--- config.mk ---
export PLATFORM = sky130hd
export DESIGN_NAME = switch_entry
export DESIGN_NICKNAME = d
export VERILOG_FILES = /design/src/rtl/switch_entry_pkg.sv /design/src/rtl/switch_entry_debounce_sync.sv /design/src/rtl/switch_entry.sv
export SDC_FILE = /design/constraint.sdc
export NUM_CORES = 1
export LEC_CHECK = 0
export ABC_CLOCK_PERIOD_IN_PS = 5700
export BUFFER_PORTS_ARGS = -buffer_cell sky130_fd_sc_hd__buf_2
export CORE_MARGIN = 2
export CORE_UTILIZATION = 38
export CTS_BUF_LIST = sky130_fd_sc_hd__clkbuf_8
export DETAILED_ROUTE_END_ITERATION = 10
export PLACE_DENSITY = 0.65
export SYNTH_ARGS = -nofsm -noshare
export SYNTH_HDL_FRONTEND = slang
export SYNTH_SLANG_ARGS = --single-unit
--- constraint.sdc ---
create_clock -name clk -period 5.7 [get_ports clk]
set_clock_uncertainty 0.1 [all_clocks]
set_input_delay 1.14 -clock clk [delete_from_list [all_inputs] [get_ports clk]]
set_output_delay 1.14 -clock clk [all_outputs]
set_load 0.05 [all_outputs]
--- src/rtl/switch_entry_pkg.sv ---
// Shared constants and FSM encoding for the switch/pushbutton hex entry path.
package switch_entry_pkg;

    localparam int unsigned NIBBLES             = 4;
    localparam int unsigned NIB_W               = 4;
    localparam int unsigned WORD_W              = NIBBLES * NIB_W;
    localparam int unsigned IDX_W               = 2;
    localparam int unsigned DEBOUNCE_CYCLES_DEF = 200000;

    typedef enum logic [1:0] {
        ST_IDLE    = 2'd0,
        ST_COLLECT = 2'd1,
        ST_DONE    = 2'd2
    } state_e;

endpackage

--- src/rtl/switch_entry_debounce_sync.sv ---
// Per-bit 2-FF synchroniser, stability-counter debouncer and rising-edge pulse.
module debounce_sync #(
    parameter int unsigned WIDTH           = 1,
    parameter int unsigned DEBOUNCE_CYCLES = 200000,
    parameter int unsigned CNT_W           = 18
) (
    input  logic             clk,
    input  logic             rst_n,
    input  logic [WIDTH-1:0] din,
    output logic [WIDTH-1:0] level,
    output logic [WIDTH-1:0] rise
);

    localparam logic [CNT_W-1:0] CNT_MAX = CNT_W'(DEBOUNCE_CYCLES - 1);

    logic [WIDTH-1:0] sync1_q, sync1_d;
    logic [WIDTH-1:0] sync2_q, sync2_d;
    logic [WIDTH-1:0] level_q, level_d;
    logic [WIDTH-1:0] rise_q,  rise_d;
    logic [CNT_W-1:0] cnt_q [WIDTH];
    logic [CNT_W-1:0] cnt_d [WIDTH];

    // Level flips only after DEBOUNCE_CYCLES consecutive cycles of disagreement.
    always_comb begin
        sync1_d = din;
        sync2_d = sync1_q;
        level_d = level_q;
        for (int i = 0; i < int'(WIDTH); i++) begin
            cnt_d[i] = '0;
            if (sync2_q[i] != level_q[i]) begin
                if (cnt_q[i] == CNT_MAX) begin
                    level_d[i] = ~level_q[i];
                end else begin
                    cnt_d[i] = cnt_q[i] + CNT_W'(1);
                end
            end
        end
        rise_d = level_d & ~level_q;
    end

    always_ff @(posedge clk or negedge rst_n) begin
        if (!rst_n) begin
            sync1_q <= '0;
            sync2_q <= '0;
            level_q <= '0;
            rise_q  <= '0;
            for (int i = 0; i < int'(WIDTH); i++) cnt_q[i] <= '0;
        end else begin
            sync1_q <= sync1_d;
            sync2_q <= sync2_d;
            level_q <= level_d;
            rise_q  <= rise_d;
            for (int i = 0; i < int'(WIDTH); i++) cnt_q[i] <= cnt_d[i];
        end
    end

    assign level = level_q;
    assign rise  = rise_q;

endmodule

--- src/rtl/switch_entry.sv ---
// Debounced switch/pushbutton hex-word entry; four nibbles committed with enter.
// SWITCH_ENTRY_PREVIEW_EN builds the live accumulator echo on preview.
module switch_entry
    import switch_entry_pkg::*;
#(
    parameter int unsigned DEBOUNCE_CYCLES = DEBOUNCE_CYCLES_DEF,
    parameter int unsigned CNT_W           = 18
) (
    input  logic              clk,
    input  logic              reset,
    input  logic [NIB_W-1:0]  switch,
    input  logic              btn_enter,
    input  logic              btn_clear,
    output logic [WORD_W-1:0] data_out,
    output logic              data_valid,
    output logic [IDX_W-1:0]  digit_idx,
    output logic              busy,
    output logic [WORD_W-1:0] preview
);

    logic [NIB_W-1:0] sw_level;
    logic [NIB_W-1:0] sw_rise_unused;
    logic             enter_level_unused, clear_level_unused;
    logic             enter_press, clear_press;

    debounce_sync #(.WIDTH(NIB_W), .DEBOUNCE_CYCLES(DEBOUNCE_CYCLES), .CNT_W(CNT_W)) u_sw (
        .clk(clk), .rst_n(reset), .din(switch), .level(sw_level), .rise(sw_rise_unused)
    );
    debounce_sync #(.WIDTH(1), .DEBOUNCE_CYCLES(DEBOUNCE_CYCLES), .CNT_W(CNT_W)) u_enter (
        .clk(clk), .rst_n(reset), .din(btn_enter), .level(enter_level_unused), .rise(enter_press)
    );
    debounce_sync #(.WIDTH(1), .DEBOUNCE_CYCLES(DEBOUNCE_CYCLES), .CNT_W(CNT_W)) u_clear (
        .clk(clk), .rst_n(reset), .din(btn_clear), .level(clear_level_unused), .rise(clear_press)
    );

    state_e            state_q, state_d;
    logic [WORD_W-1:0] acc_q, acc_d;
    logic [IDX_W-1:0]  idx_q, idx_d;
    logic [WORD_W-1:0] data_out_q, data_out_d;
    logic              data_valid_q, data_valid_d;
    logic              busy_q, busy_d;

    // Entry FSM; a clear press overrides everything else in the same cycle.
    always_comb begin
        state_d      = state_q;
        acc_d        = acc_q;
        idx_d        = idx_q;
        data_out_d   = data_out_q;
        data_valid_d = 1'b0;
        case (state_q)
            ST_IDLE: begin
                if (enter_press) begin
                    acc_d   = {(WORD_W - NIB_W)'(0), sw_level};
                    idx_d   = IDX_W'(1);
                    state_d = ST_COLLECT;
                end
            end
            ST_COLLECT: begin
                if (enter_press) begin
                    acc_d[{idx_q, 2'b00} +: NIB_W] = sw_level;
                    idx_d = idx_q + IDX_W'(1);
                    if (idx_q == IDX_W'(NIBBLES - 1)) state_d = ST_DONE;
                end
            end
            ST_DONE: begin
                data_out_d   = acc_q;
                data_valid_d = 1'b1;
                state_d      = ST_IDLE;
            end
            default: state_d = ST_IDLE;
        endcase
        if (clear_press) begin
            acc_d        = '0;
            idx_d        = '0;
            state_d      = ST_IDLE;
            data_out_d   = data_out_q;
            data_valid_d = 1'b0;
        end
        busy_d = (idx_d != '0);
    end

    always_ff @(posedge clk or negedge reset) begin
        if (!reset) begin
            state_q      <= ST_IDLE;
            acc_q        <= '0;
            idx_q        <= '0;
            data_out_q   <= '0;
            data_valid_q <= 1'b0;
            busy_q       <= 1'b0;
        end else begin
            state_q      <= state_d;
            acc_q        <= acc_d;
            idx_q        <= idx_d;
            data_out_q   <= data_out_d;
            data_valid_q <= data_valid_d;
            busy_q       <= busy_d;
        end
    end

    assign data_out   = data_out_q;
    assign data_valid = data_valid_q;
    assign digit_idx  = idx_q;
    assign busy       = busy_q;

`ifdef SWITCH_ENTRY_PREVIEW_EN
    logic [WORD_W-1:0] preview_q, preview_d;

    // Accumulator with the pending nibble replaced by the live switch value.
    always_comb begin
        preview_d = acc_d;
        preview_d[{idx_d, 2'b00} +: NIB_W] = sw_level;
    end

    always_ff @(posedge clk or negedge reset) begin
        if (!reset) preview_q <= '0;
        else        preview_q <= preview_d;
    end

    assign preview = preview_q;
`else
    assign preview = '0;
`endif

endmodule

Yosys cells after proc, flatten, opt, wreduce, memory -nomap -nowiden
Index checks and enable logic that the tools add are counted.
Word-level totals
  input bits: 8
  output and inout port bits: 36
  register bits: 166
Operators by class
  equal/unequal tests: 18
  shifts and indexed selects: 2
  add/sub/neg operators: 8
  muxes and demuxes: 32
  reductions and logical operators: 10
  bitwise operators: 9
Operators by type and width (number)
  $mux W18: 12
  $add A18 B1 Y18 const B: 6
  $eq A18 B18 Y1 const B: 6
  $mux W16: 3
  $pmux W16 S2: 1
  $bwmux W16: 1
  $shift A4 B6 Y16 const A: 1
  $shiftx A4 B6 Y16: 1
  $mux W2: 7
  $reduce_and A2 Y1: 5
  $pmux W2 S2: 2
  $not A1 Y1: 7
  $mux W1: 6
  $ne A1 B1 Y1: 6
  $ne A3 B1 Y1 const B: 2
  $neg A4 Y6: 1
  $reduce_and A3 Y1: 2
  $eq A2 B2 Y1 const B: 2
  $ne A3 B2 Y1 const B: 1
  $reduce_bool A3 Y1: 1
  $add A2 B1 Y2 const B: 1
  $and A1 B1 Y1: 2
  $eq A2 B1 Y1 const B: 1
  $logic_not A2 Y1: 1
  $reduce_bool A2 Y1: 1

Logic depth before layout (Yosys ltp)
  word-level depth: 6
  mapped depth: 6
  depth with buffers taken out: 6

Hierarchy
Synthesis repeated with hierarchy kept, for this count alone.
Second synthesis, totals
  cell total of the unflattened synthesis: 742
  area, all modules: 8096.5 um^2
Modules (own cells, without submodules)
  debounce_sync at u_sw: sequential area each 2202.1 um^2, cells each 398, area each 4100.2 um^2, times used 1
  debounce_sync at u_clear ...: sequential area each 550.5 um^2, cells each 99, area each 1063.5 um^2, times used 2
  switch_entry: sequential area each 950.9 um^2, cells each 146, area each 1869.3 um^2, times used 1

Least setup slack after synthesis
OpenSTA, ideal clock, no wires.
  kind: register to register
  start point: register idx_q[0], in the netlist digit_idx[0]
  end point: register acc_q[4]
  setup slack: 3.397 ns
  cell stages (with the launch flop): 7
  library setup time: 0.067 ns
  arrival: 2.136 ns
  period minus slack after synthesis: 2.303 ns
  cells stage by stage: dfrtp_1 -> inv_1 -> ha_1 -> nor4b_1 -> nand2_1 -> nor3_1 -> a22o_1
Between the ends
  longest elaborated chain between the ends: 6
RTL lines
  start: declaration: RTL line switch_entry.sv:38  | logic [IDX_W-1:0] idx_q, idx_d;
  start signal: assignment: RTL line switch_entry.sv:93  | idx_q <= idx_d;
  $neg A4 Y6 *: RTL line switch_entry.sv:60  | acc_d[{idx_q, 2'b00} +: NIB_W] = sw_level;
  $shiftx A4 B6 Y16 or $shift A4 B6 Y16 (tied branches): RTL line switch_entry.sv:60
  $bwmux W16 *: RTL line switch_entry.sv:60
  $mux W16 *: RTL line switch_entry.sv:59  | if (enter_press) begin
  $pmux W16 S2 *: RTL line switch_entry.sv:50  | case (state_q)
  $mux W16 *: RTL line switch_entry.sv:72  | if (clear_press) begin
  end signal: assignment: RTL line switch_entry.sv:85  | acc_q <= '0;
  end signal: assignment: RTL line switch_entry.sv:92  | acc_q <= acc_d;
  end: declaration: RTL line switch_entry.sv:37  | logic [WORD_W-1:0] acc_q, acc_d;
Mark *: on every way between the ends. The rest lies on a longest branch, timed or not. The select of a mux whose other input is x is not followed.
A chain may end at the register's enable or synchronous reset.

Final worst setup path
  start point: register idx_q[0], in the netlist digit_idx[0]
  end point: output digit_idx[0]
RTL lines
  end: declaration: RTL line switch_entry.sv:16  | output logic [IDX_W-1:0] digit_idx,
No word-level cell between the ends.

==> reports/results.txt <==
status: finished, final reports clean
Slew HR: 0.509
Worst Setup Start Kind: register
distinct cell type count after synthesis: 41
max-slew violations: 0
Die Footprint: 21600 um^2
Post-synth EDFFs: 0
Max-cap violations: 0
Setup TNS: 0 ns
Synth area leader: dfrtp_1
area delta synth->final: 9.62%
# hold bufs at CTS: 0
post-synth design cell area: 7780 um^2
final estimated routing congestion in global placement: 0.810
number of diodes: 0
initial antenna violation count: 0
drt first-iter violations: 243
fin crit period: 2.58 ns
residual DRC count: 0
RSZ-0062 raised after global routing: false
Static Leak: 0.00357 uW
Yosys reg bits: 166
Die Ht: 147 um
synth warn: 0
worst-path cell chain: buf_2
layout cells sized above 1: 0.129
fillers: 1930
Reg clk slew, reported paths: 0.09 ns
number of buffers created by CTS: 17
Synth Flop Type: dfrtp_1
endpoint class of the critical path: output pin
syn_area_per_cell: 10.8 um^2
hpwl dp: 9100 um
CTS tree: done
Worst path slowest cell: dfrtp_1
placed instance area: 8130 um^2
CTS root buffer: clkbuf_8
Crit path required time: 4.46 ns
Synth top area share: 0.534
Clock Tree Buf Depth: 2
worst-path fanout max: 9
Setup Buffers After CTS: 0
Ports: 44
Nets: 777
most frequent cells in the layout: dfrtp_1 (166), nor2_1 (116), xnor2_1 (60)
Cell Rows: 52
Via Count: 5092
Final Hold Fails: 0
most common cell after layout, fill and taps aside: dfrtp_1
VDD IR-drop max: 0.114 mV
drt via density: 4.90
CTS Sinks: 166
Total GRT Usage: 0.133
Area contributors post-synth: dfrtp_1 (53%), xnor2_1 (6.8%), nor2_1 (5.6%)
Post-Syn Instances: 722
WL per Instance: 12.8 um
Crit Path Class: register to output pin
Finished Cell Area: 8520 um^2
crit-path leading delay family: flip-flops
Routed Wire Length: 13300 um
Starting Density: 0.386
Hold Crit Class: register to register
post_cts resized: 0
largest net degree at the start of global routing: 71
endpoints failing setup: 0
latest clock arrival within the worst-skew pair: 0.45 ns
gr ovfl total: 0
Post-synth ARST share: 1.00
CP arrival: 1.34 ns
first-pass GRT wire length: 23700 um
crit-path max cell delay: 0.54 ns
number of global-route vias before repair: 4907
CP Buf/Inv Count: 1
achievable frequency: 388 MHz
die width: 147 um
DRT antenna net count: 0
PortBufs: 27
Seq/Total Area, Yosys: 0.534
Final period util: 0.452
Pre-antenna DRT Iters: 5
PD cells: 249 nW/um^2
H-tree Lvls: 4
slew at the pin with the worst max-slew slack: 0.736 ns
Core Region: 20200 um^2
## where the power goes
group | internal, uW | switching, uW | total (uW)
Clock | 382 | 448 | 830
Combinational | 16.3 | 67.5 | 83.8
Sequential | 1190 | 14.0 | 1210
Total | 1590 | 530 | 2120
## layout make-up
type / count / area, um^2 / area share
inverters: 24 / 90.1 / 0.0106
well taps: 270 / 338 / 0.0396
flip-flops and latches: 166 / 4150 / 0.487
repair buffers: 30 / 164 / 0.0192
clock inverters: 13 / 134 / 0.0157
clock buffers: 19 / 262 / 0.0307
multi-input cells: 517 / 3380 / 0.397
## flip-flops by register name (all words and copies together) (netlist names), 2 cells and up
| name | cells |
|---|---|
| data_out | 16 |
| u_enter.cnt_q | 18 |
| u_clear.cnt_q | 18 |
| u_sw.level | 4 |
| acc_q | 16 |
| digit_idx | 2 |
| u_sw.sync1_q | 4 |
| u_sw.sync2_q | 4 |
| u_sw.cnt_q | 72 |
| state_q | 2 |
## worst paths after layout
check | to | cells after the start | slack, ns | startpoint
setup / recovery | digit_idx[0] | 1 | 3.12 | digit_idx[0]
hold / removal | u_sw.sync2_q[3] | 0 | 0.25 | u_sw.sync1_q[3]
setup reg to reg | acc_q[9] | 6 | 3.47 | digit_idx[0]
hold reg to reg | u_sw.sync2_q[3] | 0 | 0.25 | u_sw.sync1_q[3]
max in group asynchronous | state_q[1] | 2 | 3.87 | reset
min in group asynchronous | acc_q[9] | 1 | 0.57 | reset
## logic make-up (layout without fill, tap and decap cells)
group | Yosys count | after routing | share of synthesized area
AO/OA/AOI/OAI | 49 | 49 | 0.0553
buffers and inverters | 54 | 86 | 0.0380
XOR/XNOR | 93 | 93 | 0.105
other | 1 | 16 | 0.000482
multiplexers | 23 | 23 | 0.0331
AND/OR/NAND/NOR | 323 | 323 | 0.213
flip-flops | 166 | 166 | 0.534
adder cells (fa/ha/maj) | 13 | 13 | 0.0209
## metrics by stage
| step | setup WS (ns) | hold slack, ns | utilization | total power (uW) | std cells |
|---|---|---|---|---|---|
| final | 3.12 | 0.249 | 0.423 | 2120 | 1039 |
| after global routing | 3.06 | 0.254 | 0.423 | 2220 | 1039 |
| after CTS | 3.09 | 0.253 | 0.423 | 2160 | 1039 |
| after detailed placement | 3.29 | 0.236 | 0.403 | 1320 | 1007 |
| after global placement | 3.31 | 0.234 | 0.403 | 1310 | 1007 |
| after floorplan | 3.40 | 0.231 | - | 1290 | 737 |
## metal layers
| layer | GRT usage | up-vias | part of all wire |
|---|---|---|---|
| met5 | 0 | - | 0 |
| met4 | 0.0481 | 0 | 0.013 |
| met3 | 0.0363 | 17 | 0.031 |
| met2 | 0.191 | 60 | 0.44 |
| met1 | 0.191 | 2432 | 0.52 |
| li1 | - | 2583 | - |
## cell usage after synthesis (all sizes together) (14+ instances only)
master and n:
xor2 33, mux2 22, nor3 27, nor4 25
a21oi 14, a22o 16, nor2 116, buf 24
nand3 40, inv 24, xnor2 60, dfrtp 166
nand2 28, nand4 43
No activity file was read; power rests on OpenSTA's default activity.
